**config.mk**
```make
export PLATFORM = sky130hd
export DESIGN_NAME = branch_ctrl
export DESIGN_NICKNAME = d
export VERILOG_FILES = /design/src/rtl/branch_ctrl.sv
export SDC_FILE = /design/constraint.sdc
export NUM_CORES = 1
export LEC_CHECK = 0
export BUFFER_PORTS_ARGS = -buffer_cell sky130_fd_sc_hd__buf_2
export CAP_MARGIN = 20
export CORE_ASPECT_RATIO = 1.2
export CORE_UTILIZATION = 48
export DETAILED_ROUTE_END_ITERATION = 10
export GPL_TIMING_DRIVEN = 0
export PLACE_DENSITY_LB_ADDON = 0.05
export SETUP_SLACK_MARGIN = 0.05
export SLEW_MARGIN = 10
export SYNTH_ARGS = -nofsm -noshare
export SYNTH_HDL_FRONTEND = slang
export SYNTH_SLANG_ARGS = --single-unit
```
**constraint.sdc**
```tcl
create_clock -name clk -period 2 [get_ports clk]
set_input_delay 0.1 -clock clk [delete_from_list [all_inputs] [get_ports clk]]
set_output_delay 0.1 -clock clk [all_outputs]
set_load 0.005 [all_outputs]
```
**src/rtl/branch_ctrl.sv**
```systemverilog
// rtl/branch_ctrl.sv - branch sequencing controller: flag register, hazard wait, redirect handshake, statistics
module branch_ctrl #(
    parameter int ADDR_W = 16,
    parameter int CNT_W  = 16
) (
    input  logic              clk,
    input  logic              rst,
    input  logic              flag_we,
    input  logic              flag_n,
    input  logic              flag_v,
    input  logic              flag_z,
    input  logic              flag_pend,
    input  logic              br_valid,
    output logic              br_ready,
    input  logic [2:0]        br_cond,
    input  logic [ADDR_W-1:0] br_target,
    output logic              redirect_valid,
    input  logic              redirect_ready,
    output logic [ADDR_W-1:0] redirect_pc,
    output logic              flush,
    output logic              stall,
    output logic              N,
    output logic              V,
    output logic              Z,
    output logic [CNT_W-1:0]  br_count,
    output logic [CNT_W-1:0]  taken_count
);

    typedef enum logic [1:0] {IDLE, WAIT_FLAGS, REDIRECT} state_t;

    state_t            state;
    logic [2:0]        cond_q;
    logic [ADDR_W-1:0] target_q;
    logic              eff_n, eff_v, eff_z;
    logic              accept;
    logic              resolve;
    logic              taken;

    function automatic logic cond_met(input logic [2:0] c, input logic n, input logic v, input logic z);
        case (c)
            3'b000:  cond_met = ~z;
            3'b001:  cond_met = z;
            3'b010:  cond_met = ~(z | n);
            3'b011:  cond_met = n;
            3'b100:  cond_met = z | ~n;
            3'b101:  cond_met = n | z;
            3'b110:  cond_met = v;
            default: cond_met = 1'b1;
        endcase
    endfunction

    // A flag write in the same cycle is bypassed straight into the evaluation.
    assign eff_n = flag_we ? flag_n : N;
    assign eff_v = flag_we ? flag_v : V;
    assign eff_z = flag_we ? flag_z : Z;

    assign br_ready = (state == IDLE) & ~rst;
    assign stall    = (state != IDLE);
    assign accept   = br_valid & br_ready;

    always_comb begin
        resolve = 1'b0;
        taken   = 1'b0;
        case (state)
            IDLE: begin
                if (accept && (br_cond == 3'b111 || !flag_pend)) begin
                    resolve = 1'b1;
                    taken   = cond_met(br_cond, eff_n, eff_v, eff_z);
                end
            end
            WAIT_FLAGS: begin
                if (!flag_pend) begin
                    resolve = 1'b1;
                    taken   = cond_met(cond_q, eff_n, eff_v, eff_z);
                end
            end
            default: ;
        endcase
    end

    always_ff @(posedge clk) begin
        if (rst) begin
            state          <= IDLE;
            N              <= 1'b0;
            V              <= 1'b0;
            Z              <= 1'b0;
            cond_q         <= '0;
            target_q       <= '0;
            redirect_valid <= 1'b0;
            redirect_pc    <= '0;
            flush          <= 1'b0;
            br_count       <= '0;
            taken_count    <= '0;
        end else begin
            if (flag_we) begin
                N <= flag_n;
                V <= flag_v;
                Z <= flag_z;
            end
            flush <= 1'b0;
            if (resolve && br_count != '1)
                br_count <= br_count + 1'b1;
            if (resolve && taken && taken_count != '1)
                taken_count <= taken_count + 1'b1;
            case (state)
                IDLE: begin
                    if (accept) begin
                        cond_q   <= br_cond;
                        target_q <= br_target;
                        if (resolve && taken) begin
                            state          <= REDIRECT;
                            redirect_valid <= 1'b1;
                            redirect_pc    <= br_target;
                            flush          <= 1'b1;
                        end else if (!resolve) begin
                            state <= WAIT_FLAGS;
                        end
                    end
                end
                WAIT_FLAGS: begin
                    if (resolve) begin
                        if (taken) begin
                            state          <= REDIRECT;
                            redirect_valid <= 1'b1;
                            redirect_pc    <= target_q;
                            flush          <= 1'b1;
                        end else begin
                            state <= IDLE;
                        end
                    end
                end
                REDIRECT: begin
                    if (redirect_ready) begin
                        redirect_valid <= 1'b0;
                        state          <= IDLE;
                    end
                end
                default: state <= IDLE;
            endcase
        end
    end

endmodule
```
==> summary.txt <==
Synthesis
  • Simple-gate area share of the yosys netlist: 0.274
  • Post-synthesis adder-cell area fraction: 0.00707
  • Post-synthesis compound-gate area fraction: 0.132
  • Seq cells post-synth: 74
  • Top_reg_cell synth: dfxtp_1
  • Largest family of logic cells by synthesized area: simple AND/OR/NAND/NOR gates
  • Post-synthesis net count: 437
  • Post-synth EDFFs: 0
  • Post-synth ARST share: 0
  • Post-synthesis sequential area ratio: 0.419
  • Post-Synth XOR/XNOR Area: 0.0347
  • Cells after Synth: a little over 400
  • Post-synthesis mux area share: 0.0937
  • Synthesized area per cell: 8.69 um^2
  • Count of different cell masters after synthesis: slightly above 50
  • Warnings from Yosys: 0
  • Synthesized area: 0.00354 mm^2

Clock tree
  • Sink Count: 74
  • Clock Tree Root: clkbuf_8
  • CTS clock-pin slew for the worst setup and hold paths: around 0.080 ns
  • CTS buffer count: 9
  • H-tree Lvls: 3
  • CTS tree: done
  • Clock tree buffer depth: 2
  • Clock latency on the worst-skew pair: ~0.36 ns

Final layout
  • Antenna Cells: 0
  • Layout area overhead: 38.5%
  • Fillers: 585
  • Nets: 556
  • FF/Latch Area: 0.00149 mm^2
  • Share of layout cells above drive strength 1: 0.365
  • Final Util: 0.702
  • Area of the multi-input gates: between 0.002 and 0.0025 mm^2

Die
  • Die Span Y: 96.0 um
  • DIE WIDTH: ~80 um
  • Core area: 0.00698 mm^2
  • Row Count: 33
  • Die footprint: 0.00772 mm^2
  • IO Count: 83
  • Initial Util: 0.507

Critical path
  • Crit-path max cell delay: 0.38 ns
  • R2r startpoint: state[1]
  • Critical Path AT: 2.36 ns
  • Startpoint Class: flop
  • Worst EP required: 2.28 ns
  • Critical Path Slowest Stage Cell: a211o_4
  • Setup crit start: state[1]
  • Critical Path Sink Type: flop
  • Largest fanout on the critical path: 7
  • WS Path Type: reg -> reg
  • Crit path cell chain: nor4b_4 -> a21bo_4 -> buf_4 -> a211o_4 -> or3_4 -> a21oi_2

STA
  • Slew HR: 0.494
  • Setup-failing EPs final: 27
  • Fmax: about 0.48 GHz
  • RSZ-0062 raised after global routing: true
  • Worst-Margin Slew: 0.758 ns
  • Worst hold slack: 0.00958 ns
  • Setup Skew: approximately 0.011 ns
  • Minimum clock period: 2.08 ns
  • Tcrit/Tclk final: 1.04
  • Fin worst setup slack: -0.0823 ns
  • Slew Limit Fails: 0
  • Final hold vios: 0

Place
  • GPL Wtd Cong: 0.776
  • Port bufs: 82
  • DP Wirelength: 6110 um

Routing
  • Avg Vias per Cell: around 5.5
  • Router iterations before antenna repair: 6
  • Drt wl/cell: about 15 um
  • Vias: between 3000 and 4000
  • DRT iter0 DRCs: 116
  • Total Wirelength: 9530 um
  • Number of remaining DRC errors: 0
  • Post-route ant nets: 0

Global route
  • Total GRT Usage: 0.244
  • Initial antenna violation count: 0
  • Largest net degree at the start of global routing: 15
  • Number of global-route vias before repair: 3098
  • First-pass GRT wire length: 14400 um
  • Grt ovf: 0

Worst hold path
  • Hold Crit Class: in -> reg
  • Hold_sp: br_cond[0]

Power and ir drop
  • PwrDens: 699 mW/mm^2
  • Pleak: 2.04 nW
  • Worst VDD drop: between 0.0005 and 0.0006 V
  • Total Power: 3.42 mW

Status
  • Status: finished, violations left
  • Failing checks: setup timing

Run
  • Max-cap check violation count: 0
-- logic make-up (layout without fill, tap and decap cells) --
| logic type | Yosys count | in the layout |
|---|---|---|
| fa+ha+maj | 2 | 2 |
| flops | 74 | 74 |
| compound gates | 68 | 68 |
| mux | 31 | 31 |
| simple gates | 186 | 186 |
| buf+inv | 32 | 156 |
| xor+xnor | 14 | 14 |
-- synthesized netlist by cell type, drive strengths merged (4+ instances only) --
master  number  area share
a211oi      19       0.045
inv          8      0.0085
mux2        11       0.036
nor3         9       0.013
nor4         4      0.0088
nor2        55       0.058
clkbuf      15       0.016
or3          7       0.013
dfxtp       74        0.42
nand2b      23       0.043
nand3       16       0.023
nand4       10       0.018
o21ai       25       0.035
a21oi       12       0.017
xnor2        5       0.012
nand2       34       0.036
buf          9       0.015
nor2b        9       0.016
xor2         9       0.022
mux2i       20       0.058
-- critical path: cells and delay by family, from the launching register on --
family                 cells  cell delay [ns]
AOI/OAI and AO/OA          3             0.80
DFF                        1             0.36
and+or+nand+nor            2             0.69
buffers and inverters      1             0.15
-- where the power goes --
group	internal (mW)	leakage, nW	switching, mW	total (mW)
Combinational	0.247	1.33	0.263	0.510
Clock	0.710	0.106	0.610	1.32
Sequential	1.55	0.606	0.0480	1.59
-- cell usage in the layout, fill, tap and decap left out, types with 5 or more instances in the layout --
cell / n
a211oi_2: 12
a21oi_1: 9
buf_2: 82
buf_4: 9
clkbuf_1: 11
clkbuf_8: 9
dfxtp_1: 67
dfxtp_2: 6
dlygate4sd3_1: 16
inv_1: 8
mux2_2: 7
mux2i_1: 18
nand2_1: 34
nand2b_1: 22
nand3_1: 11
nand3_2: 5
nand4_1: 10
nor2_1: 52
nor2b_1: 9
nor3_2: 6
o21ai_0: 21
or3_1: 5
xnor2_1: 5
xor2_1: 9
-- sequential cells by signal, summed over array words and instances, names as in the netlist --
signal,cells
br_count,16
redirect_pc,16
taken_count,16
target_q,16
cond_q,3
state,2
N,1
V,1
Z,1
flush,1
redirect_valid,1
-- final cells by class --
cell class                      instances  area share
Multi-Input combinational cell        301       0.446
Sequential cell                        74       0.305
Timing Repair Buffer                  109       0.141
Buffer                                 23      0.0337
Clock buffer                            9      0.0253
Tap cell                               87      0.0222
Clock inverter                          7      0.0207
Inverter                                8     0.00613
-- layer usage --
| layer | vias up | GRT usage | wire length (um) |
|---|---|---|---|
| li1 | 1671 | - | - |
| met5 | - | 0 | 0 |
| met4 | 0 | 0.109 | 131 |
| met3 | 13 | 0.0502 | 518 |
| met1 | 1596 | 0.284 | 4140 |
| met2 | 101 | 0.427 | 4740 |
-- through the flow --
step | setup slack, ns | cell area, um^2 | setup TNS, ns | cells
after floorplan | 0.0604 | 3560 | 0 | 407
after CTS | -0.170 | 4690 | -4.37 | 615
after global placement | -0.255 | 4080 | -7.06 | 576
after global routing | -0.152 | 4900 | -3.77 | 618
final | -0.0823 | 4900 | -0.687 | 618
after detailed placement | -0.263 | 4080 | -7.83 | 576
-- path summary, 6_finish.rpt --
check           endpoint  slack, ns  cells past startpoint
min reg2reg  target_q[9]       0.48                      2
min            cond_q[0]       0.01                      3
max reg2reg  br_count[4]      -0.08                      6
max          br_count[4]      -0.08                      6
-- timing repair --
action	4_1_cts	5_1_grt
hold buffers	16	0
setup endpoints to repair	50	60
cloned	2	1
buffers inserted	5	4
pin swaps	20	12
gates resized for setup	39	45
hold endpoints to repair	16	0
Note: power is estimated with default switching activity, not from simulation.
